<file path="src/rtl/expr_pkg.sv">
// Shared encodings for the expression recognizer and evaluator stages:
// FSM states, character classes and the ASCII constants both stages key on.
package expr_pkg;

  typedef enum logic [2:0] {
    EXP  = 3'd0,
    ACC  = 3'd1,
    PEXP = 3'd2,
    PACC = 3'd3,
    ERR  = 3'd4
  } state_e;

  typedef enum logic [2:0] {
    DIG = 3'd0,
    OP  = 3'd1,
    LP  = 3'd2,
    RP  = 3'd3,
    OTH = 3'd4
  } cls_e;

  localparam logic [7:0] CH_0    = 8'h30;
  localparam logic [7:0] CH_9    = 8'h39;
  localparam logic [7:0] CH_PLUS = 8'h2B;
  localparam logic [7:0] CH_STAR = 8'h2A;
  localparam logic [7:0] CH_LP   = 8'h28;
  localparam logic [7:0] CH_RP   = 8'h29;

endpackage

</file>
<file path="src/rtl/expr_char_class.sv">
// Character classifier shared by recognizer and evaluator so both stages
// agree on every byte; digit is the operand value and is zero for non-digits.
module expr_char_class
  import expr_pkg::*;
(
  input  logic [7:0] ch_i,
  output cls_e       cls_o,
  output logic [3:0] digit_o
);

  logic [7:0] ofs;

  assign ofs = ch_i - CH_0;

  always_comb begin
    cls_o   = OTH;
    digit_o = 4'd0;
    if (ch_i >= CH_0 && ch_i <= CH_9) begin
      cls_o   = DIG;
      digit_o = ofs[3:0];
    end else if (ch_i == CH_PLUS || ch_i == CH_STAR) begin
      cls_o = OP;
    end else if (ch_i == CH_LP) begin
      cls_o = LP;
    end else if (ch_i == CH_RP) begin
      cls_o = RP;
    end
  end

endmodule

</file>
<file path="src/rtl/expr_eval.sv">
// Sum-of-products evaluator for the single-digit '+'/'*' expression stream with
// one level of parentheses. Define EXPR_OVF_EN to add the sticky ovf output.
module expr_eval
  import expr_pkg::*;
#(
  parameter int W = 16
) (
  input  logic         clk,
  input  logic         clr,
  input  logic         in_valid,
  input  logic [7:0]   in,
  output logic         ok,
  output logic [W-1:0] value,
  output logic         err
`ifdef EXPR_OVF_EN
  ,
  output logic         ovf
`endif
);

  state_e       state_q, state_d;
  logic [W-1:0] sum_q, sum_d, prod_q, prod_d;
  logic [W-1:0] psum_q, psum_d, pprod_q, pprod_d;

  cls_e         cls;
  logic [3:0]   digit;
  logic [W-1:0] digit_w;
  logic [W-1:0] prod_dig, pprod_dig, sum_add, psum_add, prod_rp;

  expr_char_class u_cls (
    .ch_i    (in),
    .cls_o   (cls),
    .digit_o (digit)
  );

  assign digit_w = {{(W-4){1'b0}}, digit};

`ifdef EXPR_OVF_EN
  logic [W+3:0] pd_w, ppd_w;
  logic [W:0]   sum_w, psum_w;
  logic [2*W:0] rp_w;
  logic         ovf_set;
  logic         ovf_q;

  // Wide intermediates keep the bits that truncation would discard.
  assign pd_w     = {4'b0, prod_q} * {{W{1'b0}}, digit};
  assign ppd_w    = {4'b0, pprod_q} * {{W{1'b0}}, digit};
  assign sum_w    = {1'b0, sum_q} + {1'b0, prod_q};
  assign psum_w   = {1'b0, psum_q} + {1'b0, pprod_q};
  assign rp_w     = {{(W+1){1'b0}}, prod_q} * {{W{1'b0}}, psum_w};
  assign prod_dig  = pd_w[W-1:0];
  assign pprod_dig = ppd_w[W-1:0];
  assign sum_add   = sum_w[W-1:0];
  assign psum_add  = psum_w[W-1:0];
  assign prod_rp   = rp_w[W-1:0];

  always_comb begin
    ovf_set = 1'b0;
    if (in_valid) begin
      unique case (state_q)
        EXP:  ovf_set = (cls == DIG) && (|pd_w[W+3:W]);
        ACC:  ovf_set = (in == CH_PLUS) && sum_w[W];
        PEXP: ovf_set = (cls == DIG) && (|ppd_w[W+3:W]);
        PACC: ovf_set = ((in == CH_PLUS) && psum_w[W]) ||
                        ((cls == RP) && (|rp_w[2*W:W]));
        default: ovf_set = 1'b0;
      endcase
    end
  end

  always_ff @(posedge clk or negedge clr) begin
    if (!clr) ovf_q <= 1'b0;
    else if (ovf_set) ovf_q <= 1'b1;
  end

  assign ovf = ovf_q;
`else
  assign prod_dig  = prod_q * digit_w;
  assign pprod_dig = pprod_q * digit_w;
  assign sum_add   = sum_q + prod_q;
  assign psum_add  = psum_q + pprod_q;
  assign prod_rp   = prod_q * psum_add;
`endif

  always_comb begin
    state_d = state_q;
    sum_d   = sum_q;
    prod_d  = prod_q;
    psum_d  = psum_q;
    pprod_d = pprod_q;
    if (in_valid) begin
      unique case (state_q)
        EXP: begin
          if (cls == DIG) begin
            prod_d  = prod_dig;
            state_d = ACC;
          end else if (cls == LP) begin
            psum_d  = '0;
            pprod_d = W'(1);
            state_d = PEXP;
          end else begin
            state_d = ERR;
          end
        end
        ACC: begin
          if (in == CH_PLUS) begin
            sum_d   = sum_add;
            prod_d  = W'(1);
            state_d = EXP;
          end else if (in == CH_STAR) begin
            state_d = EXP;
          end else begin
            state_d = ERR;
          end
        end
        PEXP: begin
          if (cls == DIG) begin
            pprod_d = pprod_dig;
            state_d = PACC;
          end else begin
            state_d = ERR;
          end
        end
        PACC: begin
          if (in == CH_PLUS) begin
            psum_d  = psum_add;
            pprod_d = W'(1);
            state_d = PEXP;
          end else if (in == CH_STAR) begin
            state_d = PEXP;
          end else if (cls == RP) begin
            prod_d  = prod_rp;
            state_d = ACC;
          end else begin
            state_d = ERR;
          end
        end
        default: state_d = ERR;
      endcase
    end
  end

  always_ff @(posedge clk or negedge clr) begin
    if (!clr) begin
      state_q <= EXP;
      sum_q   <= '0;
      prod_q  <= W'(1);
      psum_q  <= '0;
      pprod_q <= W'(1);
    end else begin
      state_q <= state_d;
      sum_q   <= sum_d;
      prod_q  <= prod_d;
      psum_q  <= psum_d;
      pprod_q <= pprod_d;
    end
  end

  assign ok    = (state_q == ACC);
  assign err   = (state_q == ERR);
  assign value = ok ? (sum_q + prod_q) : '0;

endmodule

</file>
<file path="config.mk">
export PLATFORM = sky130hd
export DESIGN_NAME = expr_eval
export DESIGN_NICKNAME = d
export VERILOG_FILES = /design/src/rtl/expr_pkg.sv /design/src/rtl/expr_char_class.sv /design/src/rtl/expr_eval.sv
export SDC_FILE = /design/constraint.sdc
export NUM_CORES = 1
export LEC_CHECK = 0
export CAP_MARGIN = 20
export CORE_ASPECT_RATIO = 1.1
export CORE_MARGIN = 1
export CORE_UTILIZATION = 45
export CTS_CLUSTER_SIZE = 10
export DETAILED_ROUTE_END_ITERATION = 10
export GPL_TIMING_DRIVEN = 0
export SYNTH_ARGS = -nofsm -noshare
export SYNTH_HDL_FRONTEND = slang
export SYNTH_SLANG_ARGS = --single-unit
</file>
<file path="constraint.sdc">
create_clock -name clk -period 9.1 [get_ports clk]
set_input_delay 1.365 -clock clk [delete_from_list [all_inputs] [get_ports clk]]
set_output_delay 1.365 -clock clk [all_outputs]
set_load 0.01 [all_outputs]
</file>
==> results.ini, run 1 <==
[global_route]
antenna_found_initial = 0
grt_usage = 0.2573
grt_max_degree = 55
grt-ovfl-total = 0
grt_pass1_wl_mm = 49.36
first_global_vias = 9041

[synth]
synthFlopType = dfrtp_1
ys_top_cells_by_area = fa_1 24%, dfrtp_1 15%, ha_1 13%, nand2_1 7.5%, inv_1 6.2%
ys_ff_latch = 67
avgSynthCellArea_sq_um = 8.479
syn_nets = 1548
synth_edf_count = 0
yosysWarnings = 0
synth.cell_area_sq_um = 10970
synth_top_area_share = 0.2408
synth_seq_area_share = 0.1530
synth-async-reset-ratio = 1.000
synth.largest_area_cell = fa_1
yosys.cell_types.count = 59
synthCells = 1294

[route]
vias = 9032
drc = 0
first_iter_violations = 500
dr.pass1.iters = 5
wl_per_cell_um = 18.47
drtAntennaViolNets = 0
via_per_inst = 5.497
wl_mm = 30.34

[pwr]
vdd_drop_max_mv = 0.07020
p_leak_nw = 6.090
power.density_nw_per_um2 = 59.34
switching_share = 0.2248
power.switching_mw = 0.1598
power_frac_clock = 0.546
p_total_mw = 0.7106
internal_power_mw = 0.5509
power_frac_seq = 0.421
p_comb_frac = 0.034

[cts]
cts_setup_buffers = 0
cts_root_buf = clkbuf_16
clock_sinks = 67
cts_hold_buf = 0
cts_buffer_depth = 2
insertion_delay_ps = 340
cts_resized = 0
cts_tree = built
cts_buffers = 9
clkSlewWorstSetupHoldPaths_ps = 60
cts-htree-levels = 3

[timing]
worstMarginPinSlew_ps = 1101
finalClockSkew_ps = 7.567
worst_slack_ps = 485.1
hold_violations = 0
max_freq_mhz = 116.1
min_period_ps = 8615
finalMaxSlewViolations = 0
setup_tns_ps = 0
slew_headroom = 0.2607
period_share = 0.9467
rsz0062_at_grt = no
setup-violations-final = 0

[finish]
syn_to_final_growth_pct = 9.146
drive_gt1_frac = 0.02093
final_nets = 1588
final_cell_area_sq_um = 11980
diodes = 0
fill_cells = 2332
final_util = 0.5038

[critical_path]
cp-start-kind = register
crit_fanout = 8
worstPathArrival_ps = 8870
path_class = register to register
worstSetupEndpointType = register
required_ps = 9350

[floorplan]
die_area_sq_um = 25010
core_area_sq_um = 23770
fp.dieW_um = 150.9
start_util = 0.4616
io_pins = 29
rows = 59
die_y_um = 165.8

[placed_design]
place_hpwl_mm = 23.81
numPortBuffers = 28
placed_cell_area_sq_um = 11660
place_ws_ps = 537.5
gp_congestion = 0.8526

[worst_hold_path]
hp-class = register to register

[job]
maxCapViolations = 0

[outcome]
status = complete, no violations

## Yosys cell counts (all sizes together) (7+ instances only)
master and count:
clkbuf 51, o21bai 15, ha 111, a22o 13
a21oi 43, xnor2 60, inv 182, o21ai 67
a22oi 11, xor2 21, a21o 15, and3 35
o31ai 7, nand2 218, nand2b 8, dfrtp 65
and2 88, fa 132, nor2 47, nor3 15
## critical path, stage by stage, from the launching register on
cell	delay (ps)
dfrtp_1	520
ha_1	300
a211o_1	340
a2111oi_0	470
o21bai_1	220
nand2_1	140
nand2_1	70
xor2_1	660
nand2_1	150
fa_1	480
fa_1	520
inv_1	60
fa_1	500
fa_1	490
inv_1	50
fa_1	440
fa_1	410
xor2_1	170
xnor2_1	190
xnor2_1	150
xnor2_1	170
xnor2_1	160
xnor2_1	140
xnor3_1	440
xnor3_1	360
xnor2_1	170
xnor3_1	510
o31ai_2	240
## state kept, by name (all words and copies together) (netlist names)
name     count
pprod_q     16
prod_q      16
psum_q      16
state_q      3
sum_q       16
## layout make-up
cell class                      instances  area [sq um]  share of cell area
Timing Repair Buffer                   29         305.3             0.02549
Sequential cell                        67          1679              0.1402
Buffer                                 53         202.7             0.01693
Multi-Input combinational cell        991          8403              0.7017
Inverter                              183         686.9             0.05736
Clock inverter                          5         77.57            0.006478
Tap cell                              305         381.6             0.03187
Clock buffer                           10         239.0             0.01996
## metal layers
| layer | part of all wire | global-route usage | vias to the layer above |
|---|---|---|---|
| met5 | 0 | 0 | - |
| met4 | 0.020 | 0.06130 | 0 |
| met3 | 0.044 | 0.02637 | 34 |
| met2 | 0.47 | 0.4142 | 209 |
| met1 | 0.46 | 0.3692 | 4513 |
| li1 | - | - | 4276 |
## power groups by stage
stage	logic, mW	registers, mW	clock network (mW)
floorplan	0.00646	0.304	0
global placement	0.0227	0.304	0
detailed placement	0.0242	0.304	0
CTS	0.0244	0.299	0.393
global route	0.0268	0.299	0.405
finish	0.0239	0.299	0.388
## cell usage in the layout (no fill, tap or decap), drive strengths merged, types with 21 or more instances in the layout
cell type and n:
a21oi 43, fa 132, ha 111, o21ai 67, and2 88, nand2 218, nor2 47, clkdlybuf4s50 27
xor2 21, xnor2 60, clkbuf 61, inv 182, and3 35, dfrtp 65
## logic make-up (layout without fill, tap and decap cells)
family                   count (synthesis)  count (layout)  synth area share
buffers and inverters                  236             280           0.08108
AND/OR/NAND/NOR                        441             441            0.1898
adder cells (fa/ha/maj)                243             243            0.3674
AO/OA/AOI/OAI                          218             218            0.1286
flip-flops                              67              67            0.1530
XOR/XNOR                                86              86           0.07698
multiplexers                             3               3          0.003079
## worst paths after layout
check,start,to,slack (ps),cells past startpoint
setup / recovery,pprod_q[1],prod_q[15],490,27
hold / removal,sum_q[15],sum_q[15],470,1
setup reg to reg,pprod_q[1],prod_q[15],490,27
hold reg to reg,sum_q[15],sum_q[15],470,1
max in group asynchronous,clr,pprod_q[0],7610,2
min in group asynchronous,clr,sum_q[13],880,1
## metrics by stage
stage / instances / hold WS, ps
final: 1643 / 470.9
after global routing: 1643 / 497.1
after CTS: 1643 / 474.3
after detailed placement: 1628 / 467.0
after global placement: 1627 / 463.2
after floorplan: 1294 / 443.4
(Power assumes the default switching activity.)
==> run 2, diff against run 1 <==
- SKIP_CTS_REPAIR_TIMING: default -> 1
==> results of run 2 <==
No change in the layout: final DEF, timing and power equal those of run 1.
==> run 3, diff against run 2 <==
- ABC_CLOCK_PERIOD_IN_PS: default -> 9100
- CORE_ASPECT_RATIO: 1.1 -> 0.6
==> results.ini, run 3 (same netlist as run 1, synthesis figures left out) <==
[global_route]
first_global_vias = 9029  ; -0.13%
grtUsageMet2 = 0.3727  ; -0.04159
grt_pass1_wl_mm = 50.96  ; +3.2%
grt-ovfl-total = 0  ; unchanged
antenna_found_initial = 0  ; unchanged
grt_usage = 0.2709  ; +0.01364
grt.met1_usage = 0.4384  ; +0.06924
grt_max_degree = 62  ; +13%
globalRouteMet3Util = 0.04428  ; +0.01791
busiest_layer = met1

[timing]
hold_violations = 0  ; unchanged
worstMarginPinSlew_ps = 1053  ; -47.84 ps
slew_headroom = 0.2879  ; +0.02727
setup-violations-final = 0  ; unchanged
finalClockSkew_ps = 8.529  ; +0.9619 ps
rsz0062_at_grt = no
min_period_ps = 8649  ; +34.41 ps
max_freq_mhz = 115.6  ; -0.40%
setup_tns_ps = 0  ; unchanged
worst_slack_ps = 450.7  ; -34.41 ps
period_share = 0.9505  ; +0.003781
finalMaxSlewViolations = 0  ; unchanged

[floorplan]
rows = 43  ; -27%
start_util = 0.4667  ; +0.005085
core_area_sq_um = 23510  ; -1.1%
fp.dieW_um = 203.6  ; +35%
die_y_um = 123.0  ; -26%
die_area_sq_um = 25030  ; about the same
io_pins = 29  ; unchanged

[critical_path]
worstSetupEndpointType = register
required_ps = 9360  ; about the same
crit_fanout = 8  ; unchanged
crit_path_start = pprod_q[1]
rrSetupSlack_ps = 450  ; -30 ps
reg2regPathDepth = 27  ; unchanged
r2r_start = pprod_q[1]
cp-start-kind = register
worstPathArrival_ps = 8910  ; +40 ps
r2r-end = prod_q[15]
crit_end = prod_q[15]
path_class = register to register

[route]
wl_per_cell_um = 19.26  ; +4.3%
wl_mm = 31.87  ; +5.0%
drtAntennaViolNets = 0  ; unchanged
drc = 0  ; unchanged
via_per_inst = 5.550  ; +0.96%
dr.pass1.iters = 6  ; +1
first_iter_violations = 659  ; +32%
vias = 9185  ; +1.7%

[pwr]
switching_share = 0.2447  ; +0.01992
p_leak_nw = 6.080  ; -0.16%
power_frac_seq = 0.434  ; +0.013
power.density_nw_per_um2 = 57.39  ; -3.3%
vdd_drop_max_mv = 0.08286  ; +18%
internal_power_mw = 0.5196  ; -5.7%
p_comb_frac = 0.035  ; about the same
power.switching_mw = 0.1684  ; +5.4%
power_frac_clock = 0.530  ; -0.016

[finish]
final_nets = 1589  ; +0.063%
final_cell_area_sq_um = 11990  ; +0.10%
fill_cells = 2278  ; -2.3%
syn_to_final_growth_pct = 9.259
drive_gt1_frac = 0.02239  ; +0.001461
final_common_cell = nand2_1
diodes = 0  ; unchanged
layout_common_cells = 218 x nand2_1, 182 x inv_1, 132 x fa_1, 111 x ha_1, 87 x and2_1
stdcell_count = 1655  ; +0.73%

[placed_design]
placed_cell_area_sq_um = 11670  ; +0.11%
gp_congestion = 0.8947  ; +4.9%
place_ws_ps = 401.4  ; -136.1 ps
place_hpwl_mm = 25.15  ; +5.6%
dp.cells = 1638  ; +0.61%
numPortBuffers = 28  ; unchanged

[cts]
cts_buffer_depth = 2  ; unchanged
cts_tree = built
clock_sinks = 67  ; unchanged
cts_root_buf = clkbuf_16
cts_buffers = 9  ; unchanged
cts-htree-levels = 3  ; unchanged
insertion_delay_ps = 350  ; about the same
clkSlewWorstSetupHoldPaths_ps = 60  ; about the same

[worst_hold_path]
hp-class = register to register

[outcome]
status = complete, no violations

[job]
maxCapViolations = 0  ; unchanged

run 3: cell types whose count changed in the layout (fill, tap and decap cells not counted), sizes merged:
cell    previous run  this run
buf                4         5
clkbuf            61        62
clkinv             3         4
bufinv             2         1
run 3: stage by stage:
stage	hold slack (ps)	power, mW	util
2_1_floorplan	443.4	0.3105	-
3_3_place_gp	460.7	0.3274	0.4953
3_5_place_dp	459.9	0.3286	0.4964
4_1_cts	477.0	0.6935	0.5090
5_1_grt	482.7	0.7074	0.5099
6_report	475.9	0.6880	0.5099
run 3: routing by layer:
metal,vias to the layer above,routed length (um)
met5,-,0
met4,0,291
met3,24,2658
met2,324,12360
met1,4566,16560
li1,4271,-
run 3: worst min path at each step:
| stage | slack (ps) | end | from | cells after the start |
|---|---|---|---|---|
| detailed placement | 460 | sum_q[15] | sum_q[15] | 1 |
| global route | 480 | sum_q[15] | sum_q[15] | 1 |
| global placement | 460 | sum_q[15] | sum_q[15] | 1 |
| finish | 480 | sum_q[15] | sum_q[15] | 1 |
| floorplan | 440 | sum_q[15] | sum_q[15] | 1 |
| CTS | 480 | sum_q[15] | sum_q[15] | 1 |
run 3: final cells by class:
type                       count  area [sq um]  area share
inverter                     183         686.9     0.05730
clock inverter                 5         63.81    0.005323
buffer                        53         202.7     0.01691
clock buffer                  11         232.7     0.01941
sequential                    67          1679      0.1401
timing repair buffer          30         310.3     0.02588
multi-input combinational    991          8418      0.7022
tap                          315         394.1     0.03288
run 3: worst max-delay path, cell delays in order (launching register included):
cell and delay, ps:
dfrtp_1 550, ha_1 310, a211o_1 350, a2111oi_0 460, o21bai_1 260, nand2_1 150
nand2_1 90, xor2_2 460, nand2_1 130, fa_1 480, fa_1 520, inv_1 60
fa_1 490, fa_1 490, inv_1 50, fa_1 450, fa_1 420, xor2_1 260
xnor2_1 170, xnor2_1 160, xnor2_1 150, xnor2_1 150, xnor2_1 140, xnor3_1 420
xnor3_1 350, xnor2_1 180, xnor3_1 540, o31ai_2 260
run 3: power groups by stage:
stage | Combinational, mW | Sequential, mW | Clock, mW
global placement | 0.0230 | 0.304 | 0
floorplan | 0.00646 | 0.304 | 0
global route | 0.0268 | 0.299 | 0.382
CTS | 0.0244 | 0.299 | 0.370
detailed placement | 0.0242 | 0.304 | 0
finish | 0.0244 | 0.299 | 0.365
